**config.mk**
```make
export PLATFORM = sky130hd
export DESIGN_NAME = lsu
export DESIGN_NICKNAME = d
export VERILOG_FILES = /design/src/rtl/lsu.sv
export SDC_FILE = /design/constraint.sdc
export NUM_CORES = 1
export LEC_CHECK = 0
export ABC_AREA = 1
export ABC_CLOCK_PERIOD_IN_PS = 1390
export CAP_MARGIN = 15
export CORE_ASPECT_RATIO = 0.7
export CORE_MARGIN = 2
export CORE_UTILIZATION = 40
export DETAILED_ROUTE_END_ITERATION = 12
export PLACE_DENSITY = 0.77
export SLEW_MARGIN = 10
export SYNTH_ARGS = -nofsm -noshare
export SYNTH_HDL_FRONTEND = slang
export SYNTH_SLANG_ARGS = --single-unit
```
**constraint.sdc**
```tcl
create_clock -name clk -period 1.39 [get_ports clk]
set_clock_uncertainty 0.1 [all_clocks]
set_input_delay 0.278 -clock clk [delete_from_list [all_inputs] [get_ports clk]]
set_output_delay 0.278 -clock clk [all_outputs]
set_load 0.03 [all_outputs]
```
**src/rtl/lsu.sv**
```systemverilog
// Load/store unit: one outstanding access on a valid/ready data-memory port, aligned/extended load writeback.
// Optional LSU_MISALIGN_TRAP_EN: misaligned accesses fault instead of being forced aligned.
module lsu #(
  parameter int XLEN = 32,
  parameter int RD_W = 5
) (
  input  logic            clk,
  input  logic            rst_n,
  input  logic            req_valid,
  output logic            req_ready,
  input  logic            req_store,
  input  logic [2:0]      req_funct3,
  input  logic [XLEN-1:0] req_addr,
  input  logic [XLEN-1:0] req_wdata,
  input  logic [RD_W-1:0] req_rd,
  output logic            mem_valid,
  input  logic            mem_ready,
  output logic            mem_we,
  output logic [XLEN-1:0] mem_addr,
  output logic [3:0]      mem_wstrb,
  output logic [XLEN-1:0] mem_wdata,
  input  logic [XLEN-1:0] mem_rdata,
  output logic            resp_valid,
  output logic [RD_W-1:0] resp_rd,
  output logic [XLEN-1:0] resp_data,
  output logic            resp_err,
  output logic [1:0]      dbg_state
);

  // Handshakes: a transfer happens on a rising edge where valid && ready are both 1;
  // the offering side holds valid and its payload stable until that edge.
  typedef enum logic [1:0] {S_IDLE = 2'd0, S_MEM = 2'd1, S_RESP = 2'd2} state_e;

  state_e            state_q, state_d;
  logic [XLEN-1:0]   addr_q, addr_d;
  logic [2:0]        f3_q, f3_d;
  logic              store_q, store_d;
  logic [RD_W-1:0]   rd_q, rd_d;
  logic [XLEN-1:0]   wdata_q, wdata_d;
  logic [3:0]        wstrb_q, wstrb_d;
  logic              err_q, err_d;
  logic [XLEN-1:0]   rdata_q, rdata_d;

  logic              legal, misal, fault;
  logic [3:0]        strb;
  logic [XLEN-1:0]   wlane;
  logic [XLEN-1:0]   byte_sh, half_sh, ext;

  always_comb begin
    legal = req_store ? (req_funct3 inside {3'b000, 3'b001, 3'b010})
                      : (req_funct3 inside {3'b000, 3'b001, 3'b010, 3'b100, 3'b101});
    misal = ((req_funct3[1:0] == 2'b01) && req_addr[0]) ||
            ((req_funct3[1:0] == 2'b10) && (req_addr[1:0] != 2'b00));
`ifdef LSU_MISALIGN_TRAP_EN
    fault = !legal || misal;
`else
    fault = !legal;
`endif
    // Halfword lanes come from addr[1] only, so an odd address is forced aligned.
    case (req_funct3[1:0])
      2'b00: begin
        strb  = 4'b0001 << req_addr[1:0];
        wlane = {4{req_wdata[7:0]}};
      end
      2'b01: begin
        strb  = 4'b0011 << {req_addr[1], 1'b0};
        wlane = {2{req_wdata[15:0]}};
      end
      default: begin
        strb  = 4'b1111;
        wlane = req_wdata;
      end
    endcase
  end

  always_comb begin
    byte_sh = mem_rdata >> {addr_q[1:0], 3'b000};
    half_sh = mem_rdata >> {addr_q[1], 4'b0000};
    case (f3_q)
      3'b000:  ext = {{24{byte_sh[7]}}, byte_sh[7:0]};
      3'b001:  ext = {{16{half_sh[15]}}, half_sh[15:0]};
      3'b100:  ext = {24'd0, byte_sh[7:0]};
      3'b101:  ext = {16'd0, half_sh[15:0]};
      default: ext = mem_rdata;
    endcase
  end

  always_comb begin
    state_d = state_q;
    addr_d  = addr_q;
    f3_d    = f3_q;
    store_d = store_q;
    rd_d    = rd_q;
    wdata_d = wdata_q;
    wstrb_d = wstrb_q;
    err_d   = err_q;
    rdata_d = rdata_q;
    case (state_q)
      S_IDLE: begin
        if (req_valid) begin
          addr_d  = req_addr;
          f3_d    = req_funct3;
          store_d = req_store;
          rd_d    = (req_store || fault) ? '0 : req_rd;
          wdata_d = req_store ? wlane : '0;
          wstrb_d = req_store ? strb : 4'b0000;
          err_d   = fault;
          rdata_d = '0;
          state_d = fault ? S_RESP : S_MEM;
        end
      end
      S_MEM: begin
        if (mem_ready) begin
          rdata_d = store_q ? '0 : ext;
          state_d = S_RESP;
        end
      end
      S_RESP:  state_d = S_IDLE;
      default: state_d = S_IDLE;
    endcase
  end

  always_ff @(posedge clk) begin
    if (!rst_n) begin
      state_q <= S_IDLE;
      addr_q  <= '0;
      f3_q    <= '0;
      store_q <= 1'b0;
      rd_q    <= '0;
      wdata_q <= '0;
      wstrb_q <= '0;
      err_q   <= 1'b0;
      rdata_q <= '0;
    end else begin
      state_q <= state_d;
      addr_q  <= addr_d;
      f3_q    <= f3_d;
      store_q <= store_d;
      rd_q    <= rd_d;
      wdata_q <= wdata_d;
      wstrb_q <= wstrb_d;
      err_q   <= err_d;
      rdata_q <= rdata_d;
    end
  end

  // Outputs are gated by rst_n so everything reads 0 while reset is held, even mid-access.
  assign req_ready  = rst_n && (state_q == S_IDLE);
  assign mem_valid  = rst_n && (state_q == S_MEM);
  assign mem_we     = mem_valid && store_q;
  assign mem_addr   = mem_valid ? {addr_q[XLEN-1:2], 2'b00} : '0;
  assign mem_wstrb  = mem_valid ? wstrb_q : 4'b0000;
  assign mem_wdata  = mem_valid ? wdata_q : '0;
  assign resp_valid = rst_n && (state_q == S_RESP);
  assign resp_rd    = resp_valid ? rd_q : '0;
  assign resp_data  = resp_valid ? rdata_q : '0;
  assign resp_err   = resp_valid && err_q;
  assign dbg_state  = rst_n ? state_q : S_IDLE;

endmodule

```
==> impl_metrics.py, run 1 <==
metrics = {
    "routing": {
        "postRouteAntennaNets": 0,
        "route.detailed.drc": 0,
        "avgViaCountPerCell": 4.99,
        "vias": 6892,
        "drt_wl_total_um": 21900,
        "wire_per_inst_um": 15.8,
        "dr.pass1.iters": 6,
        "drtIter0Drc": 481,
    },
    "clock_network": {
        "ctsHoldBuffers": 0,
        "cts_buffer_depth": 2,
        "clk_latency_ps": 340,
        "htree_levels": 3,
        "cts.sinks": 112,
        "cts_root_buf": "clkbuf_16",
        "cts_buffers": 9,
        "cts_tree": "done",
        "clk_pin_slew_ps": 70,
    },
    "synth": {
        "synth_mux_area_frac": 0,
        "ys.flop_type": "dfxtp_1",
        "yosysMostFrequentCell": "nor2_1",
        "seq_area_frac_synth": 0.384,
        "synth_area_leader_cell": "dfxtp_1",
        "synthArstFlopShare": 0,
        "ys.warnings.count": 0,
        "synthAdderAreaFrac": 0,
        "synthXorXnorAreaFrac": 0,
        "synth_common_cells": "nor2_1 (193), nand2_1 (153), inv_1 (128)",
        "yosys.area_share.simple": 0.300,
        "syn_inst": 914,
        "synth_compound_area_frac": 0.175,
        "synth_top_family_by_area": "simple AND/OR/NAND/NOR gates",
        "ys_types": 30,
        "synth_area_mm2": 0.00584,
        "synth_edf_count": 0,
        "avgSynthCellArea_um2": 6.39,
        "synth_top_cell_area_share": 0.384,
        "synth.area.top_cells": "dfxtp_1 (38%), nor2_1 (12%), nand2_1 (9.8%)",
        "ys_ff_latch": 112,
    },
    "sta": {
        "fmax_ghz": 0.531,
        "period_share": 1.35,
        "maxSlewViolCount": 0,
        "setup_tns_ps": -87360,
        "setup_viol_count_final": 222,
        "rsz0062_at_grt": "true",
        "period_needed_ps": 1880,
        "setup_slack_ps": -492,
        "finalHoldViolations": 0,
    },
    "min_path": {
        "hold_depth": 2,
        "worstHoldStart": "wstrb_q[0]",
        "hold_path.class": "reg -> reg",
    },
    "layout": {
        "layout.cells.non_filler": 1381,
        "multi_input_area_mm2": 0.00390,
        "drive_above_1_share": 0.390,
        "antennaDiodeCount": 0,
        "fin_nets": 1295,
        "fillers": 1020,
        "area_growth_pct": 83.9,
        "fin_util": 0.761,
        "final_cell_area_mm2": 0.0107,
        "regArea_mm2": 0.00225,
    },
    "setup_path": {
        "cp-start-kind": "primary input",
        "crit_required_ps": 1010,
        "worstSetupStartpoint": "rst_n",
        "critPathArrivalTime_ps": 1500,
        "crit_path_end_kind": "primary output",
        "reg2reg_depth": 11,
        "r2r_start": "state_q[0]",
        "path_class": "in -> out",
        "critPathMaxFanout": 18,
    },
    "status": {
        "failed_checks": "setup timing",
        "status": "complete, but fails checks",
    },
    "power_and_ir_drop": {
        "switchingPower_mw": 2.76,
        "p_per_area_mw_per_mm2": 817,
        "p_int_mw": 6.01,
        "power.total_mw": 8.78,
        "power_switching_share": 0.315,
        "clkPwrFrac": 0.307,
        "p_leak_nw": 4.09,
        "sequentialPowerShare": 0.398,
        "share_comb_of_total_power": 0.294,
        "ir_drop_v": 0.000652,
    },
    "die": {
        "core_region_area_mm2": 0.0141,
        "die-area_mm2": 0.0156,
        "die_y_um": 105,
        "io_pins": 221,
        "fp.dieW_um": 148,
        "core.rowCount": 36,
        "initial_core_util": 0.414,
    },
    "placed_design": {
        "io_buffer_count": 218,
        "hpwl_um": 14800,
        "gp_congestion": 0.932,
        "placed_cell_area_mm2": 0.00921,
        "place_inst": 1333,
    },
    "global_route": {
        "grt_pass1_vias": 6226,
        "antenna_found_initial": 0,
        "grt_overflow": 0,
        "grt_max_degree": 57,
        "track_usage": 0.252,
        "grt_first_pass_wirelength_um": 31800,
    },
    "flow_run": {
        "drv_cap": 0,
    },
}
final timing paths:
kind,endpoint,slack (ps)
max,resp_data[21],-490
min,wstrb_q[0],360
max reg2reg,rdata_q[6],-450
min reg2reg,wstrb_q[0],360
what timing repair did:
item / 4_1_cts / 5_1_grt
gates cloned: 3 / 7
pin swaps: 2 / 30
endpoints found under the setup margin: 216 / 221
buffers inserted: 6 / 17
resized for setup: 85 / 148
layer usage:
metal	wire length, um	up-vias	GRT usage
met5	0	-	0
met4	252	0	0.0429
met3	1770	27	0.0546
met2	10400	281	0.407
met1	9450	3206	0.349
li1	-	3378	-
critical path, stage by stage:
cell           delay [ps]
dlygate4sd2_1         300
buf_4                 160
nand2_4                50
nor2_4                150
clkinv_4               90
buf_12                180
nor2_4                140
buf_6                 140
cell usage in the layout (no fill, tap or decap), types with 6 or more instances in the layout:
| cell type | Yosys | layout |
|---|---|---|
| nand2_1 | 153 | 134 |
| inv_1 | 128 | 124 |
| dfxtp_1 | 112 | 110 |
| nor2_4 | 1 | 106 |
| clkdlybuf4s50_1 | 0 | 106 |
| buf_6 | 2 | 86 |
| buf_4 | 7 | 85 |
| a21oi_1 | 103 | 75 |
| nor2_1 | 193 | 68 |
| o21ai_0 | 64 | 56 |
| a21oi_2 | 10 | 37 |
| buf_12 | 1 | 26 |
| nand3_1 | 28 | 21 |
| nor2_2 | 0 | 20 |
| nand3_2 | 10 | 16 |
| or2_2 | 15 | 15 |
| clkbuf_16 | 0 | 14 |
| nand2_4 | 3 | 12 |
| o21ai_1 | 6 | 12 |
| nand2_2 | 1 | 10 |
| o211ai_1 | 7 | 7 |
| nand4_1 | 7 | 7 |
| inv_2 | 8 | 6 |
registers in the layout, indices dropped and copies added, names as in the netlist:
name,count
rdata_q,32
wdata_q,32
err_q,1
rd_q,5
state_q,2
store_q,1
wstrb_q,4
f3_q,3
addr_q,32
power by group through the flow:
stage	sequential, mW	clock (mW)	combinational [mW]
2_1_floorplan	3.55	0	1.26
6_report	3.50	2.70	2.58
5_1_grt	3.52	2.88	2.78
3_5_place_dp	3.57	0	2.03
4_1_cts	3.49	2.74	2.19
3_3_place_gp	3.56	0	2.00
cell families (layout without fill, tap and decap cells):
kind of cell | Yosys count | after routing
AND/OR/NAND/NOR | 413 | 413
buffers and inverters | 196 | 472
AO/OA/AOI/OAI | 192 | 192
flip-flops | 112 | 112
other | 1 | 2
layout make-up:
class                      instances  share of cell area
clock inverter                     6             0.00618
inverter                         139              0.0535
sequential                       112               0.210
clock buffer                      10              0.0223
timing repair buffer             316               0.322
timing repair inverter             1            0.000816
multi-input combinational        607               0.363
tap                              190              0.0221
through the flow:
step                      hold WS, ps  setup WS (ps)
final                             365           -492
after global routing              382           -540
after CTS                         362           -498
after detailed placement          352           -704
after global placement            349           -685
after floorplan                   266           -242
Power figures use the tool's default switching activity.
==> run 2, diff against run 1 <==
--- a/config.mk
+++ b/config.mk
@@ -5,7 +5,6 @@
 export SDC_FILE = /design/constraint.sdc
 export NUM_CORES = 1
 export LEC_CHECK = 0
-export ABC_AREA = 1
 export ABC_CLOCK_PERIOD_IN_PS = 1390
 export CAP_MARGIN = 15
 export CORE_ASPECT_RATIO = 0.7
==> impl_metrics.py, run 2 <==
metrics = {
    "die": {
        "core_region_area_mm2": 0.0140,
        "die-area_mm2": 0.0154,
        "fp.dieW_um": 148,
        "core.rowCount": 36,
        "initial_core_util": 0.413,
        "die_y_um": 105,
        "io_pins": 221,
    },
    "synth": {
        "ys.warnings.count": 0,
        "synth_area_leader_cell": "dfxtp_1",
        "avgSynthCellArea_um2": 8.38,
        "synth_top_cell_area_share": 0.388,
        "synth_edf_count": 0,
        "synth_area_mm2": 0.00578,
        "yosysMostFrequentCell": "dfxtp_1",
        "ys_types": 45,
        "seq_area_frac_synth": 0.388,
        "ys.flop_type": "dfxtp_1",
        "syn_inst": 690,
        "synthArstFlopShare": 0,
        "synth.area.top_cells": "dfxtp_1 (39%), and2_1 (7.8%), nand2_1 (7.2%)",
        "ys_ff_latch": 112,
        "synth_common_cells": "dfxtp_1 (112), nand2_1 (111), and2_1 (72)",
    },
    "placed_design": {
        "dp_slack_ps": -529,
        "io_buffer_count": 218,
        "placed_cell_area_mm2": 0.00877,
        "gp_congestion": 0.845,
        "place_inst": 1114,
        "hpwl_um": 13300,
    },
    "layout": {
        "final_common_cell": "dfxtp_1",
        "fillers": 966,
        "area_growth_pct": 81.0,
        "drive_above_1_share": 0.464,
        "fin_nets": 1083,
        "antennaDiodeCount": 0,
        "regArea_mm2": 0.00225,
        "fin_util": 0.747,
        "layout_common_cells": "dfxtp_1 (109), clkdlybuf4s50_1 (105), nand2_1 (99), buf_4 (93), buf_6 (89)",
        "largest_registers": "addr_q: 32 flops, rdata_q: 32 flops, wdata_q: 32 flops",
        "multi_input_area_mm2": 0.00392,
        "final_cell_area_mm2": 0.0105,
        "layout.cells.non_filler": 1169,
    },
    "min_path": {
        "min_to": "f3_q[0]",
        "worstHoldStart": "req_funct3[0]",
        "hold_path.class": "in -> reg",
        "hold_depth": 3,
    },
    "routing": {
        "vias": 6112,
        "wire_per_inst_um": 18.7,
        "drtIter0Drc": 382,
        "drt_wl_total_um": 21900,
        "dr.pass1.iters": 5,
        "route.detailed.drc": 0,
        "avgViaCountPerCell": 5.23,
        "postRouteAntennaNets": 0,
    },
    "global_route": {
        "grt_max_degree": 52,
        "grt_pass1_vias": 5658,
        "antenna_found_initial": 0,
        "grt_overflow": 0,
        "track_usage": 0.241,
        "grt_first_pass_wirelength_um": 30100,
    },
    "power_and_ir_drop": {
        "ir_drop_v": 0.000605,
        "power.total_mw": 8.21,
        "p_leak_nw": 4.30,
        "p_per_area_mw_per_mm2": 785,
    },
    "setup_path": {
        "path_cells": "nand2b_4 > nor2_4 > buf_6 > clkbuf_16 > and2_2 > buf_6",
        "crit_path_top_delay_cell": "dfxtp_2",
        "crit_required_ps": 1010,
        "cp_top_family": "simple AND/OR/NAND/NOR gates",
        "r2r_start": "state_q[0]",
        "r2r_setup_slack_ps": -290,
        "r2r-end": "wdata_q[22]",
        "critPathMaxFanout": 11,
        "path_class": "reg -> out",
        "crit_path_end_kind": "primary output",
        "cpMostUsedCell": "buf_6",
        "reg2reg_depth": 7,
        "cp-start-kind": "flop",
        "critPathArrivalTime_ps": 1570,
        "critPathBufInv": 3,
        "max_stage_delay_ps": 330,
    },
    "clock_network": {
        "cts_tree": "done",
        "clk_latency_ps": 340,
        "cts_buffer_depth": 2,
        "cts_root_buf": "clkbuf_16",
        "cts.sinks": 112,
        "ctsHoldBuffers": 0,
        "cts_buffers": 9,
        "clk_pin_slew_ps": 70,
        "htree_levels": 3,
    },
    "sta": {
        "hold_ws_ps": 251,
        "period_share": 1.40,
        "setup_viol_count_final": 221,
        "fmax_ghz": 0.514,
        "rsz0062_at_grt": "true",
        "maxSlewViolCount": 0,
        "setup_slack_ps": -555,
        "period_needed_ps": 1940,
        "setup_tns_ps": -72620,
        "finalHoldViolations": 0,
    },
    "status": {
        "failed_checks": "setup timing",
        "status": "complete, but fails checks",
    },
    "flow_run": {
        "drv_cap": 0,
    },
}
-- run 2: cell types whose count changed after synthesis, sizes merged, moves of 38 or more --
cell	change
nor2b	+51
nor2	-188
a21boi	+56
nand2	-46
inv	-134
and3	+38
a21oi	-95
and2	+72
o21ai	-49
-- run 2: layout make-up --
class | instances | share of cell area
clock buffer | 11 | 0.0242
clock inverter | 5 | 0.00371
inverter | 4 | 0.00144
multi-input combinational | 512 | 0.375
sequential | 112 | 0.215
tap | 190 | 0.0227
timing repair buffer | 335 | 0.358
-- run 2: worst register-to-register path, delay by kind of cell (launching register included) --
| kind | cells | cell delay (ps) |
|---|---|---|
| AOI/OAI and AO/OA | 1 | 160 |
| buffers and inverters | 4 | 640 |
| DFF | 1 | 330 |
| and+or+nand+nor | 2 | 390 |
-- run 2: where the power goes --
part / internal (mW) / total (mW) / switching, mW
registers: 3.36 / 3.46 / 0.0963
clock network: 1.33 / 2.57 / 1.24
logic: 1.18 / 2.19 / 1.01
-- run 2: logic make-up after synthesis --
logic type             after synthesis  share of synthesized area
multiplexers                        34                     0.0632
buffers and inverters               67                     0.0526
other                                1                   0.000649
AND/OR/NAND/NOR                    312                      0.290
AO/OA/AOI/OAI                      164                      0.206
flip-flops                         112                      0.388
-- run 2: worst max path at each step --
| stage | start | end | slack [ps] | cells after the start |
|---|---|---|---|---|
| final | state_q[1] | mem_wdata[1] | -550 | 6 |
| after global routing | state_q[1] | mem_wdata[1] | -620 | 6 |
| after CTS | state_q[1] | mem_wstrb[3] | -520 | 6 |
| after detailed placement | req_valid | rd_q[0] | -530 | 5 |
| after global placement | req_funct3[0] | wdata_q[8] | -490 | 6 |
| after floorplan | state_q[0] | rd_q[0] | -110 | 6 |
-- run 2: timing repair --
action | 4_1_cts | 5_1_grt
setup buffers | 9 | 9
pin swaps | 23 | 60
gates resized for setup | 103 | 138
hold endpoints to repair | 0 | 0
endpoints found under the setup margin | 220 | 222
cloned | 4 | 22
-- run 2: routing by layer --
metal | GRT usage | part of all wire
met1 | 0.340 | 0.45
met2 | 0.359 | 0.45
met3 | 0.0738 | 0.085
met4 | 0.0591 | 0.013
met5 | 0 | 0
